## src/rtl/switch_debouncer.sv

```systemverilog
// Switch conditioner: two-flop synchroniser, bounce filter that needs
// STABLE_CYCLES consecutive samples of a new level, edge strobes and a press toggle.
module switch_debouncer #(
  parameter  int STABLE_CYCLES = 1000000,
  localparam int CNT_W         = $clog2(STABLE_CYCLES) + 1
) (
  input  logic CLOCK,
  input  logic RESET_N,
  input  logic SWITCH,
  output logic SWITCH_OUT,
  output logic RISE,
  output logic FALL,
  output logic TOGGLE
);

  typedef enum logic [1:0] {
    ST_LOW,
    ST_CHK_HIGH,
    ST_HIGH,
    ST_CHK_LOW
  } state_e;

  localparam logic [CNT_W-1:0] CNT_LAST = CNT_W'(STABLE_CYCLES - 1);
  localparam logic [CNT_W-1:0] CNT_ONE  = CNT_W'(1);

  logic            s1_q;
  logic            s2_q;
  state_e          state_q;
  logic [CNT_W-1:0] cnt_q;
  logic            level_q;
  logic            rise_q;
  logic            fall_q;
  logic            toggle_q;

  // The pad is asynchronous; only s2_q is safe to use in the filter below.
  // NOTE: sequential state uses non-blocking assignments so every register
  // samples values from before the edge, whatever the statement order.
  always_ff @(posedge CLOCK or negedge RESET_N) begin
    if (!RESET_N) begin
      s1_q <= 1'b0;
      s2_q <= 1'b0;
    end else begin
      s1_q <= SWITCH;
      s2_q <= s1_q;
    end
  end

  always_ff @(posedge CLOCK or negedge RESET_N) begin
    if (!RESET_N) begin
      state_q  <= ST_LOW;
      cnt_q    <= '0;
      level_q  <= 1'b0;
      rise_q   <= 1'b0;
      fall_q   <= 1'b0;
      toggle_q <= 1'b0;
    end else begin
      rise_q <= 1'b0;
      fall_q <= 1'b0;
      unique case (state_q)
        ST_LOW: begin
          if (s2_q) begin
            state_q <= ST_CHK_HIGH;
            cnt_q   <= CNT_ONE;
          end
        end
        // Any reversal while qualifying discards the progress made so far.
        ST_CHK_HIGH: begin
          if (!s2_q) begin
            state_q <= ST_LOW;
            cnt_q   <= '0;
          end else if (cnt_q == CNT_LAST) begin
            state_q  <= ST_HIGH;
            cnt_q    <= '0;
            level_q  <= 1'b1;
            rise_q   <= 1'b1;
            toggle_q <= ~toggle_q;
          end else begin
            cnt_q <= cnt_q + CNT_ONE;
          end
        end
        ST_HIGH: begin
          if (!s2_q) begin
            state_q <= ST_CHK_LOW;
            cnt_q   <= CNT_ONE;
          end
        end
        ST_CHK_LOW: begin
          if (s2_q) begin
            state_q <= ST_HIGH;
            cnt_q   <= '0;
          end else if (cnt_q == CNT_LAST) begin
            state_q <= ST_LOW;
            cnt_q   <= '0;
            level_q <= 1'b0;
            fall_q  <= 1'b1;
          end else begin
            cnt_q <= cnt_q + CNT_ONE;
          end
        end
        default: begin
          state_q <= ST_LOW;
          cnt_q   <= '0;
        end
      endcase
    end
  end

  assign SWITCH_OUT = level_q;
  assign RISE       = rise_q;
  assign FALL       = fall_q;
  assign TOGGLE     = toggle_q;

endmodule

```

## config.mk

```make
export PLATFORM = sky130hd
export DESIGN_NAME = switch_debouncer
export DESIGN_NICKNAME = d
export VERILOG_FILES = /design/src/rtl/switch_debouncer.sv
export SDC_FILE = /design/constraint.sdc
export NUM_CORES = 1
export LEC_CHECK = 0
export ABC_AREA = 1
export ABC_CLOCK_PERIOD_IN_PS = 3100
export BUFFER_PORTS_ARGS = -buffer_cell sky130_fd_sc_hd__buf_2
export CORE_ASPECT_RATIO = 1.5
export CORE_UTILIZATION = 40
export CTS_CLUSTER_SIZE = 20
export DETAILED_ROUTE_END_ITERATION = 10
export PLACE_DENSITY = 0.65
export SLEW_MARGIN = 20
export SYNTH_ARGS = -nofsm -noshare
export SYNTH_HDL_FRONTEND = slang
export SYNTH_SLANG_ARGS = --single-unit
```

## constraint.sdc

```tcl
create_clock -name CLOCK -period 3.1 [get_ports CLOCK]
set_clock_uncertainty 0.2 [all_clocks]
set_input_delay 0.155 -clock CLOCK [delete_from_list [all_inputs] [get_ports CLOCK]]
set_output_delay 0.155 -clock CLOCK [all_outputs]
set_load 0.02 [all_outputs]
```

# == Word level (Yosys, flattened, before mapping) ==
# Index checks and enable logic that the tools add are counted.
# totals
regBits,29
input_bits,3
out_inout_bits,4
elab_cells,51
# op_classes
n_addsub,1
n_eq_ne,12
muxes,23
n_bitwise,1
n_reduce_logical,6
# op_table
cell,count
$mux W21,5
$pmux W21 S4,1
$add A21 B1 Y21 const B,1
$eq A21 B20 Y1 const B,1
$mux W2,6
$ne A2 B2 Y1 const B,6
$mux W1,9
$pmux W2 S4,1
$ne A3 B3 Y1 const B,2
$reduce_and A5 Y1,1
$eq A2 B2 Y1 const B,2
$reduce_and A4 Y1,1
$reduce_and A3 Y1,1
$eq A2 B1 Y1 const B,1
$logic_not A2 Y1,1
$pmux W1 S2,1
$reduce_and A2 Y1,1
$reduce_bool A2 Y1,1
$not A1 Y1,1

# == Longest topological paths before layout ==
# Gate-level depths: netlist of the first run.
# logic_depth
word_depth,4
mapped_depth,9
depth_no_buf,9

# == Worst setup path before layout of the first run ==
# Ideal clock, no wire load.
# synth_path
path_kind,reg2reg
start,register cnt_q[0]
end,register cnt_q[4]
setup_ps,129
arrival_time_ps,1260
required_ps,2771
path_slack_ps,1511
path_stages_with_launch,8
path_buffers,1
period_less_slack_ps,1589
path_cell_list,dfrtp_1 ha_1 nand3_2 nor2_4 nand3_2 nand2_4 buf_12 o22ai_1
# synth_between
elab_chain_len,4
elab_cells_between_ends,6
classes_between,add/sub: 1; eq/ne: 1; mux: 4
# synth_rtl
item,line,source
start: declaration,29,logic [CNT_W-1:0] cnt_q;
start signal: assignment,78,cnt_q <= cnt_q + CNT_ONE;
start signal: assignment,97,cnt_q <= cnt_q + CNT_ONE;
$add A21 B1 Y21 or $eq A21 B20 Y1 (tied branches),-,
$mux W21 (*),"71, 91",
"$mux W21, on equally long branches","88, 68",
$pmux W21 S4 (*),59,unique case (state_q)
# Mark *: on every way between the ends. The rest lies on a longest branch, timed or not.
# A chain may end at the register's enable or synchronous reset.

# == Final worst setup path of the first run ==
# layout_path
start,register cnt_q[0]
end,register cnt_q[17]
# The elaborated chain is that of the path after synthesis.

==> results.txt, run 1 <==
----------------------------------------------------
[Clock tree]
  Number of resized instances in the post-cts repair step ... 0
  Sinks on Clock Net ... 29
  Clock insertion delay at the later pin of the skew report ... 0.29 ns
  Clock buffer count from CTS ... 5
  CTS tree ... built
  Clock transition at the registers of the reported paths ... roughly 0.070 ns
  Bufs on Longest Clock Path ... 2
  Root buffer selected by CTS ... clkbuf_8
  Level count of the clock H-tree ... 2

[Hold path]
  Worst min-delay path endpoint ... s2_q
  Source of the worst hold timing path ... s1_q
  Cells on Worst Hold Path ... 0
  Worst min-delay path class ... flip-flop to flip-flop

[Cells and area]
  Fill count ... between 400 and 500
  Area delta synth->final ... 11.9%
  # nets final ... roughly 250
  Most frequent standard cell in the layout excluding fill and tap cells ... nand2_1
  Leading cell types in the layout, fill and taps excluded ... nand2_1 (78), nor2_1 (30), dfrtp_1 (29)
  Antenna fix cells ... 0
  Layout cells sized above 1 ... 0.145
  Final non-filler cell area ... 1900 sq um

[Worst setup path]
  Reg-to-Reg End ... cnt_q[17]
  WP data arrival ... between 1.5 and 2 ns
  Sequence of cells on the critical path ... ha_1 -> nand3_2 -> nor2_4 -> nand3_2 -> nand2_4 -> inv_2 -> nand3_1 -> nand2_1
  Top fanout value on the critical path ... 13
  WP depth ... 8
  Cell type group with the largest total delay on the critical path ... simple AND/OR/NAND/NOR gates
  Required arrival time at the worst endpoint ... just over 3 ns
  Longest individual stage delay on the worst path ... ~0.4 ns
  Most numerous cell on the critical path ... nand3_2
  WS Path Type ... flip-flop to flip-flop
  CP Launch Type ... flip-flop
  Worst-case register-to-register setup slack ... about 1.2 ns
  R2r worst-path depth ... 8
  Crit-path slowest cell ... dfrtp_1
  Combined buffer and inverter count along the critical path ... 1
  Kind of end point of the critical path ... flip-flop
  Source of the worst register-to-register timing path ... cnt_q[0]

[GRT]
  First-pass GRT wire length ... 6350 um
  Remaining Overflow, GRT ... 0
  Maximum number of pins on one net before global-route repair ... 30
  Number of antenna violations at the first check in global routing ... 0
  Via count of the first global-routing pass ... around 1500
  GR Util All Layers ... 0.183

[Synth]
  Area fraction in and, or, nand and nor cells after synthesis ... 0.371
  Net count after synthesis ... approximately 230
  Post-synthesis share of cell area spent on xor and xnor gates ... 0.0361
  Fraction of the yosys area taken by sequential cells ... 0.427
  Number of flip-flops and latches in the synthesized netlist ... 29
  Gate count of the mapped netlist ... about 230
  Syn. warnings ... 0
  Compound-Gate Fraction of Synth Area ... 0.0781
  Fraction of the mapped netlist area in adder cells ... 0.00736
  Distinct cell type count of the synthesized netlist ... 26
  Syn avg cell area ... between 7 and 8 sq um
  Multiplexer fraction of the synthesized cell area ... 0
  Largest family of logic cells by synthesized area ... simple AND/OR/NAND/NOR gates
  Cell area after synthesis ... ~1700 sq um

[Floorplanning]
  Die span in y ... approximately 82 um
  Horiz. Die Dim ... between 50 and 60 um
  Core Footprint ... 3990 sq um
  Io pins ... 7
  Initial Util ... 0.425
  Placement Rows ... 28
  Die Outline Area ... between 4000 and 5000 sq um

[Pwr]
  Internal Dissipation ... approximately 0.7 mW
  Power density relative to cell area ... between 500 and 600 nW/um^2
  Switching power of the nets ... 0.294 mW
  Switching fraction of total power ... 0.299
  Clock network power share ... 0.409
  Sequential share of power ... 0.442
  Worst IR Drop VDD ... around 0.36 mV
  Proportion of power drawn by combinational gates ... 0.150
  Standby leakage power ... around 0.89 nW

[Placed design]
  Gpl congestion ... 0.851
  Count of buffers from port buffering ... 6
  Placed Area ... roughly 1800 sq um
  HPWL after DPL ... approximately 2700 um

[Flow run]
  Max-cap violations ... 0

[STA]
  Final slew viol count ... 0
  Remaining max-slew budget at the tightest pin ... 0.559
  Worst Max-Slew Pin Slew ... around 0.66 ns
  Unrepaired setup endpoints after global routing ... false
  Final worst path period share ... 0.607
  Post-route minimum period ... 1.88 ns
  Final Hold Violating Endpoints ... 0
  Highest clock frequency the design can meet ... 531 MHz
  Total setup violations reported at the end of the flow ... 0
  Setup TNS Final ... 0 ns

[Outcome]
  Run status ... completed

[Routing]
  Total Routed Length ... about 3600 um
  Post-route ant nets ... 0
  Initial DRC Count ... 40
  Total number of vias ... about 1400
  Wire length per cell ... ~13 um
  Mean number of vias per cell ... ~5
  DRC errors left ... 0
  Length of the first detailed-routing pass in iterations ... 4

----------------------------------------------------
==> flip-flops by register name (all words and copies together) (netlist names), named ones only <==
name / flops
s2_q: 1
cnt_q: 21
s1_q: 1
FALL: 1
state_q: 1
SWITCH_OUT: 1
TOGGLE: 1
RISE: 1
==> cell type report <==
type	instances	area, sq um	area share
inverter	29	109	0.0573
clock inverter	3	46.3	0.0244
timing repair buffer	9	57.6	0.0303
tap	45	56.3	0.0296
clock buffer	5	68.8	0.0362
multi-input combinational	167	837	0.440
sequential	29	726	0.382
==> per-stage QoR <==
stage	setup slack (ns)	cells	utilization	power, mW	hold WS [ns]
global route	1.07	287	0.476	1.04	0.174
floorplan	1.51	227	-	0.558	-0.341
finish	1.22	287	0.476	0.983	0.155
CTS	1.22	287	0.476	0.994	0.159
global placement	1.27	277	0.442	0.587	0.0257
detailed placement	1.23	277	0.442	0.586	0.0318
==> cells in the mapped netlist <==
library cell	count	area, sq um
o21ai_0	4	20.0
nor2_2	2	12.5
o22ai_1	4	25.0
nand4_1	6	37.5
nand3b_1	1	7.51
ha_1	1	12.5
nand2_2	1	6.26
nand3_1	12	60.1
xnor2_1	1	8.76
nand2_1	78	293
nand2_4	1	11.3
a21oi_2	1	8.76
inv_1	26	97.6
nor2_1	30	113
buf_4	1	7.51
o21ai_1	1	5.00
buf_12	1	20.0
dfrtp_1	29	726
and2_1	1	6.26
inv_2	2	7.51
o21ai_2	5	43.8
nand3_2	5	50.1
nor2_4	3	33.8
clkinv_1	1	3.75
o21bai_1	4	30.0
xor2_1	6	52.6
==> layer usage <==
layer | share of wire | routed length (um) | GRT usage
met1 | 0.43 | 1570 | 0.191
met2 | 0.50 | 1830 | 0.319
met3 | 0.032 | 118 | 0.0504
met4 | 0.035 | 127 | 0.128
met5 | 0 | 0 | 0
==> logic make-up after synthesis <==
logic type | count (synthesis)
flops | 29
fa+ha+maj | 1
xor+xnor | 7
simple gates | 140
compound gates | 19
buf+inv | 31
==> worst max path at each step <==
stage	endpoint	start	slack (ns)
2_1_floorplan	cnt_q[4]	cnt_q[0]	1.51
3_3_place_gp	cnt_q[20]	cnt_q[0]	1.27
3_5_place_dp	cnt_q[20]	cnt_q[0]	1.23
4_1_cts	cnt_q[17]	cnt_q[0]	1.22
5_1_grt	cnt_q[13]	cnt_q[0]	1.07
6_report	cnt_q[17]	cnt_q[0]	1.22
==> power by group through the flow <==
stage | clock, mW | combinational (mW) | sequential, mW
floorplan | 0 | 0.123 | 0.435
finish | 0.401 | 0.147 | 0.434
detailed placement | 0 | 0.144 | 0.442
CTS | 0.410 | 0.149 | 0.435
global route | 0.429 | 0.167 | 0.439
global placement | 0 | 0.146 | 0.441
==> worst register-to-register path: stages (launching register included) <==
cell and delay, ns:
dfrtp_1 0.40, ha_1 0.25, nand3_2 0.13, nor2_4 0.20
nand3_2 0.14, nand2_4 0.19, inv_2 0.13, nand3_1 0.09
nand2_1 0.05
==> timing repair <==
action                                  4_1_cts  5_1_grt
setup buffers                                 0        0
endpoints found under the hold margin        30        0
endpoints found under the setup margin        0        0
hold buffers                                  2        0
No activity file was read; power rests on OpenSTA's default activity.
==> run 2, diff against run 1 <==
ABC_CLOCK_PERIOD_IN_PS = 2000   (was 3100)
clock period = 2 ns   (was 3.1 ns; I/O delays follow)
==> run 2 against run 1 <==
  * Clock power up 59%
  * Setup slack worse by 1.0 ns
  * Worst hold slack about the same
  * Die area unchanged
  * Sequential cell count unchanged
  * Via count up 0.77%
  * Wire length up 2.4%
  * Core utilization up 0.60 points
  * Sequential power up 55%
  * Combinational power up 59%
  * Largest power group unchanged
  * Sequential share of layout area down 0.47 points
==> results.txt, run 2 (same netlist as run 1, synthesis figures left out) <==
----------------------------------------------------
[Routing]
  Length of the first detailed-routing pass in iterations ... 4
  Post-route ant nets ... 0
  Mean number of vias per cell ... around 5
  Total number of vias ... roughly 1400
  Wire length per cell ... 12.9 um
  Total Routed Length ... approximately 3700 um
  Initial DRC Count ... 44
  DRC errors left ... 0

[Cells and area]
  Largest register FFs ... 21
  Fill count ... between 400 and 500
  Util after Layout ... 0.482
  Area delta synth->final ... 13.3%
  Footprint of the multi-input gates ... about 840 sq um
  Storage cell area ... slightly above 700 sq um
  Layout cells sized above 1 ... 0.151
  Register containing the most flip-flops in the final layout ... cnt_q
  Most frequent standard cell in the layout excluding fill and tap cells ... nand2_1
  # nets final ... between 200 and 250
  Non-filler instance count after layout ... between 200 and 300
  Leading cell types in the layout, fill and taps excluded ... nand2_1 (78), nor2_1 (30), dfrtp_1 (29)
  Antenna fix cells ... 0

[Placed design]
  Count of buffers from port buffering ... 6
  Cell total after placement ... between 200 and 300
  HPWL after DPL ... 2760 um
  Gpl congestion ... 0.858

[Clock tree]
  Number of buffers inserted by hold repair at cts ... 2
  Bufs on Longest Clock Path ... 2
  Number of resized instances in the post-cts repair step ... 0
  Root buffer selected by CTS ... clkbuf_8
  CTS tree ... built
  Sinks on Clock Net ... 29
  Clock insertion delay at the later pin of the skew report ... approximately 0.29 ns
  Clock transition at the registers of the reported paths ... roughly 0.07 ns
  Setup repair bufs after CTS ... 0
  Level count of the clock H-tree ... 2
  Clock buffer count from CTS ... 5

[STA]
  Remaining max-slew budget at the tightest pin ... 0.568
  Post-route minimum period ... roughly 1.8 ns
  Unrepaired setup endpoints after global routing ... false
  Worst Max-Slew Pin Slew ... between 0.6 and 0.7 ns
  Highest clock frequency the design can meet ... roughly 550 MHz
  Total setup violations reported at the end of the flow ... 0
  Final Hold Violating Endpoints ... 0
  Final slew viol count ... 0
  Setup TNS Final ... 0 ns
  Final worst path period share ... 0.903
  Worst hold margin ... 0.155 ns

[Worst setup path]
  Kind of end point of the critical path ... flip-flop
  CP Launch Type ... flip-flop
  WP data arrival ... 1.79 ns
  WS Path Type ... flip-flop to flip-flop
  Top fanout value on the critical path ... 13
  Required arrival time at the worst endpoint ... 1.98 ns

[GRT]
  Maximum number of pins on one net before global-route repair ... 30
  First-pass GRT wire length ... about 6400 um
  GR Util All Layers ... 0.187
  Remaining Overflow, GRT ... 0
  Via count of the first global-routing pass ... about 1400
  Number of antenna violations at the first check in global routing ... 0

[Outcome]
  Run status ... completed

[Floorplanning]
  Die Outline Area ... between 4000 and 5000 sq um
  Initial Util ... 0.425
  Io pins ... 7
  Placement Rows ... 28
  Die span in y ... between 80 and 90 um
  Core Footprint ... between 3000 and 4000 sq um
  Horiz. Die Dim ... ~55 um

[Pwr]
  Worst IR Drop VDD ... ~0.5 mV
  Standby leakage power ... about 0.9 nW
  Power density relative to cell area ... about 800 nW/um^2

[Flow run]
  Max-cap violations ... 0

[Hold path]
  Worst min-delay path class ... flip-flop to flip-flop

----------------------------------------------------
run 2: stage by stage:
stage               power (mW)  instance area, sq um  setup WS, ns
floorplan                0.865                  1700         0.411
global placement         0.917                  1790         0.245
detailed placement       0.915                  1790         0.197
CTS                       1.56                  1920         0.198
global route              1.62                  1920        0.0111
finish                    1.54                  1920         0.193
run 2: worst paths after layout:
kind / start / endpoint / slack [ns] / cells after the start
worst max-delay path: cnt_q[15] / cnt_q[13] / 0.19 / 8
worst min-delay path: s1_q / s2_q / 0.16 / 0
min in group asynchronous: RESET_N / cnt_q[17] / 0.17 / 2
worst min register to register: s1_q / s2_q / 0.16 / 0
worst max register to register: cnt_q[15] / cnt_q[13] / 0.19 / 8
max in group asynchronous: RESET_N / TOGGLE / 1.00 / 2
run 2: area by class of cell:
type | instances | area share
clock inverter | 1 | 0.0156
clock buffer | 7 | 0.0449
tap | 45 | 0.0293
multi-input combinational | 167 | 0.435
sequential | 29 | 0.377
inverter | 29 | 0.0566
timing repair buffer | 12 | 0.0416
run 2: worst max-delay path, stage by stage, from the launching register on:
cell and delay, ns:
dfrtp_1 0.45, inv_1 0.12, nand3_1 0.12, nor2_1 0.20, nand3_2 0.13, nand2_4 0.19, inv_2 0.13, nand3_1 0.10
nand2_1 0.05
run 2: report_power, final:
part           switching, mW  total, mW  internal [mW]
clock network          0.230      0.636          0.406
registers             0.0480      0.671          0.623
logic                  0.156      0.234         0.0787
run 2: metal layers:
metal | GRT usage | up-vias | wire [um]
li1 | - | 746 | -
met1 | 0.207 | 668 | 1610
met2 | 0.343 | 19 | 1970
met3 | 0.0425 | 5 | 83
met4 | 0.0825 | 0 | 74
met5 | 0 | - | 0
